===== src/rtl/dmem_arbiter_if.sv =====
// Bus bundle between the two requesters, the arbiter and the single-port data memory.
// The arbiter takes the slave modport; requesters and the memory side take the master modport.
interface dmem_arbiter_if #(
    parameter int DATA_W = 32
);
    logic              req0_valid;
    logic              req0_we;
    logic [31:0]       req0_addr;
    logic [DATA_W-1:0] req0_wdata;
    logic              req0_ready;
    logic              req0_done;
    logic [DATA_W-1:0] req0_rdata;
    logic              req0_err;

    logic              req1_valid;
    logic              req1_we;
    logic [31:0]       req1_addr;
    logic [DATA_W-1:0] req1_wdata;
    logic              req1_ready;
    logic              req1_done;
    logic [DATA_W-1:0] req1_rdata;
    logic              req1_err;

    logic [31:0]       mem_addr;
    logic [DATA_W-1:0] mem_wdata;
    logic              mem_read;
    logic              mem_write;
    logic [DATA_W-1:0] mem_rdata;

    modport slave (
        input  req0_valid, req0_we, req0_addr, req0_wdata,
        output req0_ready, req0_done, req0_rdata, req0_err,
        input  req1_valid, req1_we, req1_addr, req1_wdata,
        output req1_ready, req1_done, req1_rdata, req1_err,
        output mem_addr, mem_wdata, mem_read, mem_write,
        input  mem_rdata
    );

    modport master (
        output req0_valid, req0_we, req0_addr, req0_wdata,
        input  req0_ready, req0_done, req0_rdata, req0_err,
        output req1_valid, req1_we, req1_addr, req1_wdata,
        input  req1_ready, req1_done, req1_rdata, req1_err,
        input  mem_addr, mem_wdata, mem_read, mem_write,
        output mem_rdata
    );
endinterface


===== src/rtl/dmem_arbiter.sv =====
// Round-robin two-port sequencer in front of a single-port data memory.
// One access in flight: accept (IDLE) -> strobe memory (ACCESS) -> report done (RESP).
module dmem_arbiter #(
    parameter int DEPTH  = 256,
    parameter int DATA_W = 32
) (
    input  logic           clk,
    input  logic           rst_n,
    dmem_arbiter_if.slave  bus
);
    localparam int NUM_PORTS = 2;

    typedef enum logic [1:0] {S_IDLE, S_ACCESS, S_RESP} state_t;

    typedef struct packed {
        logic              we;
        logic [31:0]       addr;
        logic [DATA_W-1:0] wdata;
    } req_t;

    state_t                                r_state;
    state_t                                w_next;
    logic                                  r_rr_last;
    logic                                  r_owner;
    req_t                                  r_req;

    logic [NUM_PORTS-1:0]                  w_valid;
    req_t [NUM_PORTS-1:0]                  w_req;
    logic                                  w_any;
    logic                                  w_win;
    logic                                  w_in_range;
    logic [DATA_W-1:0]                     w_capture;

    logic [NUM_PORTS-1:0]                  w_ready;
    logic [NUM_PORTS-1:0]                  w_done;
    logic [NUM_PORTS-1:0]                  w_err;
    logic [NUM_PORTS-1:0][DATA_W-1:0]      w_rdata;
    logic                                  w_mem_read;
    logic                                  w_mem_write;
    logic [31:0]                           w_mem_addr;
    logic [DATA_W-1:0]                     w_mem_wdata;

    assign w_valid  = {bus.req1_valid, bus.req0_valid};
    assign w_req[0] = '{we: bus.req0_we, addr: bus.req0_addr, wdata: bus.req0_wdata};
    assign w_req[1] = '{we: bus.req1_we, addr: bus.req1_addr, wdata: bus.req1_wdata};
    assign w_any    = |w_valid;

    // On a tie the port that did not win last time goes first.
    always_comb begin
        if (w_valid == 2'b11) w_win = ~r_rr_last;
        else                  w_win = w_valid[1];
    end

    // Full-width compare so out-of-range addresses never alias into the array.
    assign w_in_range = (r_req.addr < 32'(DEPTH));
    assign w_capture  = (!r_req.we && w_in_range) ? bus.mem_rdata : '0;

    always_ff @(posedge clk or negedge rst_n) begin
        if (!rst_n) r_state <= S_IDLE;
        else        r_state <= w_next;
    end

    always_comb begin
        w_next = r_state;
        case (r_state)
            S_IDLE:   if (w_any) w_next = S_ACCESS;
            S_ACCESS: w_next = S_RESP;
            S_RESP:   w_next = S_IDLE;
            default:  w_next = S_IDLE;
        endcase
    end

    // Strobes are decoded from the state register so an async reset drops them at once.
    always_comb begin
        w_ready     = '0;
        w_done      = '0;
        w_err       = '0;
        w_mem_read  = 1'b0;
        w_mem_write = 1'b0;
        w_mem_addr  = '0;
        w_mem_wdata = '0;
        case (r_state)
            S_IDLE: begin
                if (rst_n && w_any) w_ready[w_win] = 1'b1;
            end
            S_ACCESS: begin
                w_mem_addr  = r_req.addr;
                w_mem_wdata = r_req.wdata;
                w_mem_read  = ~r_req.we & w_in_range;
                w_mem_write =  r_req.we & w_in_range;
            end
            S_RESP: begin
                w_done[r_owner] = 1'b1;
                w_err[r_owner]  = ~w_in_range;
            end
            default: ;
        endcase
    end

    always_ff @(posedge clk or negedge rst_n) begin
        if (!rst_n) begin
            r_rr_last <= 1'b1;
            r_owner   <= 1'b0;
            r_req     <= '0;
        end else if (r_state == S_IDLE && w_any) begin
            r_rr_last <= w_win;
            r_owner   <= w_win;
            r_req     <= w_req[w_win];
        end
    end

    // Each port keeps its own read-data register; only the owner's is overwritten.
    for (genvar p = 0; p < NUM_PORTS; p++) begin : g_port
        logic [DATA_W-1:0] r_rdata;
        always_ff @(posedge clk or negedge rst_n) begin
            if (!rst_n)
                r_rdata <= '0;
            else if (r_state == S_ACCESS && r_owner == 1'(p))
                r_rdata <= w_capture;
        end
        assign w_rdata[p] = r_rdata;
    end

    assign bus.req0_ready = w_ready[0];
    assign bus.req0_done  = w_done[0];
    assign bus.req0_err   = w_err[0];
    assign bus.req0_rdata = w_rdata[0];
    assign bus.req1_ready = w_ready[1];
    assign bus.req1_done  = w_done[1];
    assign bus.req1_err   = w_err[1];
    assign bus.req1_rdata = w_rdata[1];
    assign bus.mem_addr   = w_mem_addr;
    assign bus.mem_wdata  = w_mem_wdata;
    assign bus.mem_read   = w_mem_read;
    assign bus.mem_write  = w_mem_write;

endmodule

===== src/flat_wrapper.sv =====
// flat-port wrapper written by rule: the top's interface ports become plain ports
module dmem_arbiter_flat 
#(
    parameter int DEPTH  = 256,
    parameter int DATA_W = 32
)
  (clk, rst_n, bus_req0_valid, bus_req0_we, bus_req0_addr, bus_req0_wdata, bus_req0_ready, bus_req0_done, bus_req0_rdata, bus_req0_err, bus_req1_valid, bus_req1_we, bus_req1_addr, bus_req1_wdata, bus_req1_ready, bus_req1_done, bus_req1_rdata, bus_req1_err, bus_mem_addr, bus_mem_wdata, bus_mem_read, bus_mem_write, bus_mem_rdata);
  dmem_arbiter_if #(.DATA_W(DATA_W)) bus_i ();
  input  logic clk;
  input  logic rst_n;
  input wire logic [$bits(bus_i.req0_valid)-1:0] bus_req0_valid;
  input wire logic [$bits(bus_i.req0_we)-1:0] bus_req0_we;
  input wire logic [$bits(bus_i.req0_addr)-1:0] bus_req0_addr;
  input wire logic [$bits(bus_i.req0_wdata)-1:0] bus_req0_wdata;
  output wire logic [$bits(bus_i.req0_ready)-1:0] bus_req0_ready;
  output wire logic [$bits(bus_i.req0_done)-1:0] bus_req0_done;
  output wire logic [$bits(bus_i.req0_rdata)-1:0] bus_req0_rdata;
  output wire logic [$bits(bus_i.req0_err)-1:0] bus_req0_err;
  input wire logic [$bits(bus_i.req1_valid)-1:0] bus_req1_valid;
  input wire logic [$bits(bus_i.req1_we)-1:0] bus_req1_we;
  input wire logic [$bits(bus_i.req1_addr)-1:0] bus_req1_addr;
  input wire logic [$bits(bus_i.req1_wdata)-1:0] bus_req1_wdata;
  output wire logic [$bits(bus_i.req1_ready)-1:0] bus_req1_ready;
  output wire logic [$bits(bus_i.req1_done)-1:0] bus_req1_done;
  output wire logic [$bits(bus_i.req1_rdata)-1:0] bus_req1_rdata;
  output wire logic [$bits(bus_i.req1_err)-1:0] bus_req1_err;
  output wire logic [$bits(bus_i.mem_addr)-1:0] bus_mem_addr;
  output wire logic [$bits(bus_i.mem_wdata)-1:0] bus_mem_wdata;
  output wire logic [$bits(bus_i.mem_read)-1:0] bus_mem_read;
  output wire logic [$bits(bus_i.mem_write)-1:0] bus_mem_write;
  input wire logic [$bits(bus_i.mem_rdata)-1:0] bus_mem_rdata;
  assign bus_i.req0_valid = bus_req0_valid;
  assign bus_i.req0_we = bus_req0_we;
  assign bus_i.req0_addr = bus_req0_addr;
  assign bus_i.req0_wdata = bus_req0_wdata;
  assign bus_req0_ready = bus_i.req0_ready;
  assign bus_req0_done = bus_i.req0_done;
  assign bus_req0_rdata = bus_i.req0_rdata;
  assign bus_req0_err = bus_i.req0_err;
  assign bus_i.req1_valid = bus_req1_valid;
  assign bus_i.req1_we = bus_req1_we;
  assign bus_i.req1_addr = bus_req1_addr;
  assign bus_i.req1_wdata = bus_req1_wdata;
  assign bus_req1_ready = bus_i.req1_ready;
  assign bus_req1_done = bus_i.req1_done;
  assign bus_req1_rdata = bus_i.req1_rdata;
  assign bus_req1_err = bus_i.req1_err;
  assign bus_mem_addr = bus_i.mem_addr;
  assign bus_mem_wdata = bus_i.mem_wdata;
  assign bus_mem_read = bus_i.mem_read;
  assign bus_mem_write = bus_i.mem_write;
  assign bus_i.mem_rdata = bus_mem_rdata;
  dmem_arbiter #(.DEPTH(DEPTH), .DATA_W(DATA_W)) u_core (.clk(clk), .rst_n(rst_n), .bus(bus_i));
endmodule

===== config.mk =====
export PLATFORM = sky130hd
export DESIGN_NAME = dmem_arbiter_flat
export DESIGN_NICKNAME = d
export VERILOG_FILES = /design/src/rtl/dmem_arbiter_if.sv /design/src/rtl/dmem_arbiter.sv /design/src/flat_wrapper.sv
export SDC_FILE = /design/constraint.sdc
export NUM_CORES = 1
export LEC_CHECK = 0
export CAP_MARGIN = 20
export CORE_MARGIN = 5
export CORE_UTILIZATION = 49
export DETAILED_ROUTE_END_ITERATION = 10
export DONT_BUFFER_PORTS = 1
export PLACE_DENSITY = 0.74
export SYNTH_ARGS = -nofsm -noshare
export SYNTH_HDL_FRONTEND = slang
export SYNTH_SLANG_ARGS = --single-unit
export TNS_END_PERCENT = 1

===== constraint.sdc =====
create_clock -name clk -period 2.16 [get_ports clk]
set_clock_uncertainty 0.15 [all_clocks]
set_input_delay 0.324 -clock clk [delete_from_list [all_inputs] [get_ports clk]]
set_output_delay 0.324 -clock clk [all_outputs]
set_load 0.03 [all_outputs]

==> impl_metrics.env, run 1 <==
export IMPL_combPwrFrac_pct=39.8
export IMPL_synthCells=567
export IMPL_ys_warn_count=0
export IMPL_leakagePower_nw=3.61
export IMPL_drtIter0Drc=296
export IMPL_intPower_w=0.00708
export IMPL_muxShareOfSynthArea_pct=21.5
export IMPL_post_dp_hpwl_mm=12.2
export IMPL_drive_gt1_share_pct=37.9
export IMPL_via_count=4760
export IMPL_fp_dieW_um=128
export IMPL_drc=0
export IMPL_clk_latency_ns=0.42
export IMPL_slew_violations=0
export IMPL_gp_congestion=0.844
export IMPL_numPortBuffers=0
export IMPL_synth_top_family_by_area="multiplexers"
export IMPL_synth_compound_area_share_pct=11.9
export IMPL_ios=302
export IMPL_cp_end_kind="output port"
export IMPL_cts_hold_buf=41
export IMPL_synth_distinct_cells=30
export IMPL_post_place_ws_ns=0.0331
export IMPL_synthTopCellsByCount="132 x dfrtp_1, 67 x nand2_1, 65 x mux2_1, 65 x mux2_2, 64 x and2_1"
export IMPL_postSynthAreaPerCell_um2=12.0
export IMPL_ys_seq_elements=133
export IMPL_fin_crit_ns=2.31
export IMPL_seq_area_frac_synth_pct=48.9
export IMPL_fin_crit_sh_pct=107
export IMPL_cts_tree="built"
export IMPL_cts_path_max_buffers=2
export IMPL_outcome="finished, violations left"
export IMPL_max_clock_freq_mhz=432
export IMPL_crit_path_start_kind="flip-flop"
export IMPL_r2r_setup_slack_ns=0.04
export IMPL_setup_slack_ns=-0.154
export IMPL_holdWs_ns=-0.549
export IMPL_syn_to_final_growth_pct=22.6
export IMPL_slew_headroom_pct=70.4
export IMPL_ys_flop_type="dfrtp_1"
export IMPL_hold_violations=133
export IMPL_synth_most_common_cell="dfrtp_1"
export IMPL_ir_worst_vdd_mv=0.847
export IMPL_power_density_nw_per_um2=1440
export IMPL_grt_pass1_wl_mm=27.6
export IMPL_grt_pass1_vias=5114
export IMPL_p_clk_share_pct=23.3
export IMPL_setup_viol_count_final=36
export IMPL_grt_max_degree=136
export IMPL_drt_pass1_iter_count=5
export IMPL_worstPathRequired_ns=1.69
export IMPL_fp_coreArea_um2=13800
export IMPL_syn_area_um2=6810
export IMPL_htree_levels=4
export IMPL_routed_wl_mm=17.9
export IMPL_cts_reportedPaths_clkPinSlew_ns=0.05
export IMPL_netSwitchingPower_w=0.00496
export IMPL_sw_frac_of_total_pct=41.2
export IMPL_violations="hold timing, setup timing"
export IMPL_row_count=43
export IMPL_wl_per_cell_um=22.4
export IMPL_drtAntennaViolNets=0
export IMPL_pwr_share_seq_pct=36.8
export IMPL_criticalPathCategory="reg2out"
export IMPL_cts_sinks=133
export IMPL_synthSimpleGateAreaFrac_pct=14.2
export IMPL_layout_nets=770
export IMPL_synth_top_area_share_pct=48.5
export IMPL_dieArea_um2=16300
export IMPL_grt_usage_pct=21.6
export IMPL_rsz0062_at_grt="yes"
export IMPL_antenna_found_initial=0
export IMPL_critical_path_arrival_ns=1.84
export IMPL_worst_pin_slew_ns=0.444
export IMPL_synthArstFlopShare_pct=100
export IMPL_cts_buffers=17
export IMPL_start_util_pct=49.4
export IMPL_grt_overflow_total=0
export IMPL_drv_cap=0
export IMPL_synth_adder_area_share_pct=0
export IMPL_synth_area_top_cells="dfrtp_1 49%, mux2_1 11%, mux2_2 11%"
export IMPL_synth_edf_count=0
export IMPL_critPathMaxFanout=8
export IMPL_via_per_inst=5.96
export IMPL_stdcell_count=798
export IMPL_syn_nets=733
export IMPL_fillers=1049
export IMPL_min_path_type="in2async"
export IMPL_dp_cells=719
export IMPL_synth_xor_area_share_pct=0
export IMPL_total_power_w=0.0120
export IMPL_fp_dieH_um=128
export IMPL_yosys_area_top_type="dfrtp_1"
export IMPL_cts_root_buf="clkbuf_16"
registers in the layout, summed over array words and instances, names as in the netlist:
name	count
u_core.bus.req0_rdata	32
u_core.bus.req1_rdata	32
u_core.r_owner	1
u_core.r_req	65
u_core.r_rr_last	1
u_core.r_state	2
layout make-up:
| type | instances | area, µm² | share of cell area [%] |
|---|---|---|---|
| antenna | 1 | 2.50 | 0.0300 |
| clock buffer | 20 | 447 | 5.35 |
| clock inverter | 12 | 131 | 1.57 |
| inverter | 1 | 3.75 | 0.0450 |
| multi-input combinational | 381 | 3490 | 41.9 |
| sequential | 133 | 3330 | 39.9 |
| tap | 180 | 225 | 2.70 |
| timing repair buffer | 70 | 706 | 8.46 |
cell usage in the layout, fill, tap and decap left out, types with 2 or more instances in the layout:
master / synthesis / routed
nand2_1: 67 / 66
buf_4: 4 / 20
mux2_1: 65 / 65
and2_1: 64 / 7
o21a_2: 0 / 3
o41ai_2: 27 / 33
and2_2: 0 / 52
nor4_4: 0 / 2
clkbuf_1: 23 / 2
and2_4: 0 / 5
nand2b_1: 32 / 32
clkinv_4: 0 / 3
dfrtp_2: 0 / 2
clkinv_2: 0 / 3
dfrtp_1: 132 / 130
o41ai_1: 37 / 29
buf_12: 0 / 5
dlygate4sd3_1: 0 / 41
clkbuf_16: 0 / 17
bufinv_16: 0 / 2
clkinvlp_4: 0 / 4
buf_6: 0 / 4
mux2_2: 65 / 65
o41ai_4: 0 / 2
nor3b_1: 2 / 2
nor4_2: 0 / 3
what timing repair did:
action / 4_1_cts / 5_1_grt
gates resized for setup: 72 / 17
endpoints found under the setup margin: 65 / 78
setup buffers: 5 / 0
pin swaps: 6 / 8
endpoints found under the hold margin: 203 / 133
gates cloned: 0 / 0
routing by layer:
layer  vias to the layer above  share of wire, %  GRT usage, %
met5                         -                 0             0
met4                         0               3.2          10.1
met3                        43               7.9          6.04
met2                       227                52          36.5
met1                      2386                37          25.5
li1                       2104                 -             -
final timing paths:
path                                                    from                               endpoint  depth (start not counted)
worst max-delay path            u_core.r_req[44]$_DFFE_PN0P_                           bus_mem_read                          5
worst min-delay path                                   rst_n            u_core.r_req[1]$_DFFE_PN0P_                          0
worst max register to register  u_core.r_req[44]$_DFFE_PN0P_  u_core.bus.req1_rdata[12]$_DFFE_PN0P_                          6
worst min register to register  u_core.r_req[36]$_DFFE_PN0P_           u_core.r_req[36]$_DFFE_PN0P_                          1
max in group asynchronous                              rst_n           u_core.r_rr_last$_DFFE_PN1P_                          0
min in group clk                           bus_req0_wdata[7]            u_core.r_req[7]$_DFFE_PN0P_                          2
cell families after synthesis:
logic type | after synthesis
AOI/OAI and AO/OA | 71
buffers and inverters | 53
DFF | 133
muxes | 130
and+or+nand+nor | 180
through the flow:
step	utilization [%]	setup TNS (ns)	area (µm²)
after floorplan	-	-0.122	6820
after global placement	51.4	0	7070
after detailed placement	51.4	0	7070
after CTS	59.8	-3.98	8230
after global routing	60.5	-7.28	8340
final	60.6	-0.846	8340
critical path, cell delays in order, from the launching register on:
cell     delay (ns)
dfrtp_1        0.40
nor4_2         0.30
nand4_1        0.14
buf_6          0.18
nor4b_4        0.22
buf_6          0.17
power by group through the flow:
| stage | Combinational, W | Clock [W] | Sequential, W |
|---|---|---|---|
| 2_1_floorplan | 0.00373 | 0 | 0.00415 |
| 3_3_place_gp | 0.00434 | 0 | 0.00435 |
| 3_5_place_dp | 0.00445 | 0 | 0.00440 |
| 4_1_cts | 0.00473 | 0.00285 | 0.00440 |
| 5_1_grt | 0.00513 | 0.00297 | 0.00455 |
| 6_report | 0.00480 | 0.00281 | 0.00443 |
Note: power is estimated with default switching activity, not from simulation.
==> run 2, diff against run 1 <==
--- a/config.mk
+++ b/config.mk
@@ -7,10 +7,10 @@
 export LEC_CHECK = 0
 export CAP_MARGIN = 20
 export CORE_MARGIN = 5
-export CORE_UTILIZATION = 49
+export CORE_UTILIZATION = 45
 export DETAILED_ROUTE_END_ITERATION = 10
 export DONT_BUFFER_PORTS = 1
-export PLACE_DENSITY = 0.74
+export PLACE_DENSITY = 0.7
 export SYNTH_ARGS = -nofsm -noshare
 export SYNTH_HDL_FRONTEND = slang
 export SYNTH_SLANG_ARGS = --single-unit
==> run 2 against run 1 <==
Effect of this change: the flow still finishes with violations (hold timing, setup timing); worst setup slack got worse by 0.024 ns; register-to-register slack improved by 0.09 ns; clock-buffer cell count decreased by 2; via count decreased by 0.82%; total power increased by 0.16%; routed wire length about the same; sequential power about the same; largest cell class unchanged; largest power group unchanged.
==> impl_metrics.env, run 2 (synthesis gave the netlist of run 1 again) <==
export IMPL_fp_dieW_um=133
export IMPL_grt_pass1_wl_mm=28.1
export IMPL_fin_tns_setup_ns=-0.517
export IMPL_dp_cells=726
export IMPL_cts_path_max_buffers=2
export IMPL_fp_coreArea_um2=15000
export IMPL_ir_worst_vdd_mv=0.960
export IMPL_ios=302
export IMPL_layout_nets=759
export IMPL_htree_levels=4
export IMPL_combPwrFrac_pct=39.4
export IMPL_grt_pass1_vias=5002
export IMPL_setup_viol_count_final=4
export IMPL_cts_sinks=133
export IMPL_layout_common_cells="130 x dfrtp_1, 66 x nand2_1, 65 x mux2_1, 65 x mux2_2, 60 x and2_2"
export IMPL_via_per_inst=5.94
export IMPL_intPower_w=0.00707
export IMPL_fin_crit_sh_pct=108
export IMPL_fp_dieH_um=133
export IMPL_drive_gt1_share_pct=38.6
export IMPL_slew_headroom_pct=61.3
export IMPL_layout_commonest_cell="dfrtp_1"
export IMPL_cts_tree="built"
export IMPL_via_count=4721
export IMPL_gp_congestion=0.801
export IMPL_cts_reportedPaths_clkPinSlew_ns=0.06
export IMPL_clk_latency_ns=0.41
export IMPL_worst_pin_slew_ns=0.581
export IMPL_cts_hold_buf=34
export IMPL_stdcell_count=795
export IMPL_syn_to_final_growth_pct=20.9
export IMPL_pwr_share_seq_pct=36.7
export IMPL_leakagePower_nw=3.49
export IMPL_crit_path_start_kind="flip-flop"
export IMPL_worstPathRequired_ns=1.69
export IMPL_slew_violations=0
export IMPL_cts_buffers=17
export IMPL_max_clock_freq_mhz=428
export IMPL_route_met3_wl_mm=1.41
export IMPL_drtIter0Drc=269
export IMPL_rsz0062_at_grt="yes"
export IMPL_wl_met2_mm=9.16
export IMPL_netSwitchingPower_w=0.00499
export IMPL_critPathMaxFanout=5
export IMPL_critical_path_arrival_ns=1.86
export IMPL_power_density_nw_per_um2=1470
export IMPL_hold_violations=133
export IMPL_largest_register="u_core.r_req"
export IMPL_numPortBuffers=0
export IMPL_antenna_found_initial=1
export IMPL_cp_end_kind="output port"
export IMPL_drt_pass1_iter_count=4
export IMPL_drv_cap=0
export IMPL_largest_register_ffs=65
export IMPL_dieArea_um2=17700
export IMPL_violations="hold timing, setup timing"
export IMPL_highest_layer="met4"
export IMPL_holdWs_ns=-0.543
export IMPL_row_count=45
export IMPL_total_power_w=0.0121
export IMPL_drc=0
export IMPL_drt_met1_wl_mm=6.84
export IMPL_grt_max_degree=136
export IMPL_outcome="finished, violations left"
export IMPL_min_path_type="in2async"
export IMPL_cts_root_buf="clkbuf_16"
export IMPL_post_dp_hpwl_mm=12.3
export IMPL_setup_slack_ns=-0.178
export IMPL_drtAntennaViolNets=0
export IMPL_fin_crit_ns=2.34
export IMPL_p_clk_share_pct=23.8
export IMPL_criticalPathCategory="reg2out"
export IMPL_grt_overflow_total=0
export IMPL_start_util_pct=45.3
export IMPL_finish_utilization_pct=54.7
export IMPL_wl_per_cell_um=22.5
export IMPL_routed_wl_mm=17.9
export IMPL_sw_frac_of_total_pct=41.4
export IMPL_grt_usage_pct=19.8
-- run 2: cell types whose count changed in the layout (fill, tap and decap cells not counted), sizes merged --
cell and delta:
dlygate4sd3 -7, buf -4, clkbuf -2, inv +2
-- run 2: area by class of cell --
cell class / count / area, µm²
inverter: 1 / 3.75
fill: 1241 / 6800
sequential: 133 / 3330
timing repair buffer: 59 / 606
clock buffer: 18 / 439
multi-input combinational: 381 / 3460
clock inverter: 14 / 153
tap: 188 / 235
antenna: 1 / 2.50
-- run 2: what timing repair did --
action / 4_1_cts / 5_1_grt
endpoints found under the hold margin: 198 / 133
setup buffers: 2 / 0
endpoints found under the setup margin: 62 / 78
pin swaps: 4 / 1
gates resized for setup: 70 / 17
-- run 2: final timing paths --
check / from / endpoint / slack [ns] / depth (start not counted)
setup / recovery: u_core.r_req[46]$_DFFE_PN0P_ / bus_mem_read / -0.18 / 5
hold / removal: rst_n / u_core.bus.req1_rdata[26]$_DFFE_PN0P_ / -0.54 / 0
setup reg to reg: u_core.r_req[46]$_DFFE_PN0P_ / u_core.bus.req1_rdata[19]$_DFFE_PN0P_ / 0.13 / 5
hold reg to reg: u_core.r_req[36]$_DFFE_PN0P_ / u_core.r_req[36]$_DFFE_PN0P_ / 0.35 / 1
max in group asynchronous: rst_n / u_core.r_rr_last$_DFFE_PN1P_ / 2.15 / 0
min in group clk: bus_req0_wdata[20] / u_core.r_req[20]$_DFFE_PN0P_ / 0.03 / 2
-- run 2: metrics by stage --
| stage | area, µm² | setup WS (ns) |
|---|---|---|
| 2_1_floorplan | 6820 | -0.122 |
| 6_report | 8230 | -0.178 |
| 3_3_place_gp | 7080 | 0.107 |
| 5_1_grt | 8230 | -0.272 |
| 4_1_cts | 8160 | -0.232 |
| 3_5_place_dp | 7080 | 0.0173 |
-- run 2: worst max-delay path, cell delays in order, from the launching register on --
cell and delay [ns]:
dfrtp_1 0.40, nor4_1 0.31, nand4_1 0.16, buf_6 0.17
nor4b_4 0.21, buf_4 0.20
-- run 2: layer usage --
layer  global-route usage, %  up-vias
li1                        -     2088
met1                    23.9     2392
met2                    32.8      208
met3                    7.26       33
met4                    6.64        0
met5                       0        -
-- run 2: power groups by stage --
stage               sequential (W)  clock [W]  combinational (W)
global placement           0.00435          0            0.00437
floorplan                  0.00415          0            0.00373
finish                     0.00443    0.00287            0.00476
CTS                        0.00440    0.00294            0.00473
detailed placement         0.00439          0            0.00449
global route               0.00455    0.00304            0.00509
==> run 3, diff against run 2 <==
--- a/config.mk
+++ b/config.mk
@@ -8,6 +8,7 @@
 export CAP_MARGIN = 20
 export CORE_MARGIN = 5
 export CORE_UTILIZATION = 45
+export CTS_BUF_LIST = sky130_fd_sc_hd__clkbuf_16
 export DETAILED_ROUTE_END_ITERATION = 10
 export DONT_BUFFER_PORTS = 1
 export PLACE_DENSITY = 0.7
==> run 3 against run 2 <==
Effect of this change: the run still ends with hold timing, setup timing left; register-to-register slack barely moved; critical endpoint unchanged; cell area fell by 0.12%; final cell count did not move; worst hold slack got worse by 0.0027 ns; non-clock buffer count did not move; largest cell class unchanged; first-iteration DRC count rose by 2.6%; sequential power barely moved; flip-flop and latch count did not move; largest power group unchanged.
==> impl_metrics.env, run 3 (synthesis gave the netlist of run 1 again) <==
export IMPL_r2r_cells=5
export IMPL_worst_pin_slew_ns=0.591
export IMPL_drv_cap=0
export IMPL_grt_pass1_vias=4996
export IMPL_ios=302
export IMPL_intPower_w=0.00704
export IMPL_via_count=4709
export IMPL_netSwitchingPower_w=0.00499
export IMPL_row_count=45
export IMPL_grt_pass1_wl_mm=28.0
export IMPL_r2r_end="u_core.bus.req1_rdata[0]$_DFFE_PN0P_"
export IMPL_htree_levels=4
export IMPL_drc=0
export IMPL_largest_register_ffs=65
export IMPL_syn_to_final_growth_pct=20.8
export IMPL_stdcell_count=795
export IMPL_critPathMaxFanout=5
export IMPL_drtIter0Drc=276
export IMPL_fp_coreArea_um2=15000
export IMPL_crit_path_start_kind="flip-flop"
export IMPL_rsz0062_at_grt="yes"
export IMPL_postLayoutCellArea_um2=8220
export IMPL_min_path_type="in2async"
export IMPL_layout_commonest_cell="dfrtp_1"
export IMPL_ir_worst_vdd_mv=0.963
export IMPL_power_density_nw_per_um2=1460
export IMPL_via_per_inst=5.92
export IMPL_wl_per_cell_um=22.6
export IMPL_start_util_pct=45.3
export IMPL_pwr_share_seq_pct=36.8
export IMPL_cp_end_kind="output port"
export IMPL_numPortBuffers=0
export IMPL_cts_hold_buf=34
export IMPL_cts_sinks=133
export IMPL_leakagePower_nw=3.48
export IMPL_combPwrFrac_pct=39.6
export IMPL_p_clk_share_pct=23.6
export IMPL_slew_violations=0
export IMPL_fp_dieW_um=133
export IMPL_drt_pass1_iter_count=4
export IMPL_max_clock_freq_mhz=428
export IMPL_cts_buffers=17
export IMPL_cts_reportedPaths_clkPinSlew_ns=0.06
export IMPL_layout_nets=759
export IMPL_slowest_stage="dfrtp_1"
export IMPL_setup_viol_count_final=4
export IMPL_r2r_setup_slack_ns=0.13
export IMPL_placed_area_um2=7080
export IMPL_dp_cells=726
export IMPL_cts_path_max_buffers=2
export IMPL_reg2reg_from="u_core.r_req[46]$_DFFE_PN0P_"
export IMPL_layout_common_cells="130 x dfrtp_1, 66 x nand2_1, 65 x mux2_1, 65 x mux2_2, 60 x and2_2"
export IMPL_post_dp_hpwl_mm=12.3
export IMPL_outcome="finished, violations left"
export IMPL_violations="hold timing, setup timing"
export IMPL_drive_gt1_share_pct=38.4
export IMPL_fp_dieH_um=133
export IMPL_worstPathCellList="nor4_1 -> nand4_1 -> buf_6 -> nor4b_4 -> buf_4"
export IMPL_grt_overflow_total=0
export IMPL_grt_max_degree=136
export IMPL_largest_register="u_core.r_req"
export IMPL_fillers=1241
export IMPL_cts_tree="built"
export IMPL_cpPeakStageDelay_ns=0.40
export IMPL_sw_frac_of_total_pct=41.5
export IMPL_fin_crit_ns=2.34
export IMPL_routed_wl_mm=18.0
export IMPL_slew_headroom_pct=60.6
export IMPL_drtAntennaViolNets=0
export IMPL_gp_congestion=0.801
export IMPL_worstPathRequired_ns=1.69
export IMPL_hold_violations=133
export IMPL_cts_root_buf="clkbuf_16"
export IMPL_setup_slack_ns=-0.178
export IMPL_holdWs_ns=-0.546
export IMPL_dieArea_um2=17700
export IMPL_clk_latency_ns=0.41
export IMPL_fin_crit_sh_pct=108
export IMPL_grt_usage_pct=19.7
export IMPL_criticalPathCategory="reg2out"
export IMPL_antenna_found_initial=1
export IMPL_fin_tns_setup_ns=-0.518
export IMPL_critical_path_arrival_ns=1.86
## run 3: power by group through the flow
stage	clock network, W	registers, W	logic (W)
finish	0.00284	0.00443	0.00476
global route	0.00301	0.00455	0.00509
CTS	0.00290	0.00440	0.00473
detailed placement	0	0.00439	0.00449
global placement	0	0.00435	0.00437
floorplan	0	0.00415	0.00373
## run 3: critical path: cells and delay by family (launching register included)
| kind | cells | cell delay, ns |
|---|---|---|
| buf+inv | 2 | 0.37 |
| flops | 1 | 0.40 |
| simple gates | 3 | 0.68 |
## run 3: worst max path at each step
stage               slack (ns)                               endpoint                          from
finish                   -0.18                           bus_mem_read  u_core.r_req[46]$_DFFE_PN0P_
global route             -0.27                           bus_mem_read  u_core.r_req[57]$_DFFE_PN0P_
CTS                      -0.23                           bus_mem_read  u_core.r_req[57]$_DFFE_PN0P_
detailed placement        0.02  u_core.bus.req0_rdata[18]$_DFFE_PN0P_  u_core.r_req[59]$_DFFE_PN0P_
global placement          0.11  u_core.bus.req0_rdata[25]$_DFFE_PN0P_  u_core.r_req[63]$_DFFE_PN0P_
floorplan                -0.12                           bus_mem_read  u_core.r_req[48]$_DFFE_PN0P_
## run 3: layout make-up
class,count,area (µm²),area share (%)
antenna,1,2.50,0.0304
clock buffer,17,425,5.18
clock inverter,15,156,1.90
inverter,1,3.75,0.0457
multi-input combinational,381,3460,42.1
sequential,133,3330,40.5
tap,188,235,2.86
timing repair buffer,59,606,7.37
## run 3: per-stage QoR
stage,setup WS (ns),total power [W],util (%)
global placement,0.107,0.00872,47.1
finish,-0.178,0.0120,54.7
CTS,-0.232,0.0120,54.2
floorplan,-0.122,0.00788,-
detailed placement,0.0173,0.00888,47.1
global route,-0.272,0.0126,54.7
## run 3: metal layers
| layer | routed length [µm] | global-route usage, % | vias up | part of all wire, % |
|---|---|---|---|---|
| li1 | - | - | 2088 | - |
| met1 | 6920 | 23.8 | 2384 | 39 |
| met2 | 9120 | 32.8 | 206 | 51 |
| met3 | 1460 | 7.26 | 31 | 8.1 |
| met4 | 469 | 6.64 | 0 | 2.6 |
| met5 | 0 | 0 | - | 0 |
## run 3: timing repair
item,4_1_cts,5_1_grt
buffers inserted,2,0
resized for setup,70,17
setup endpoints to repair,62,78
pin swaps,4,1
endpoints found under the hold margin,198,133
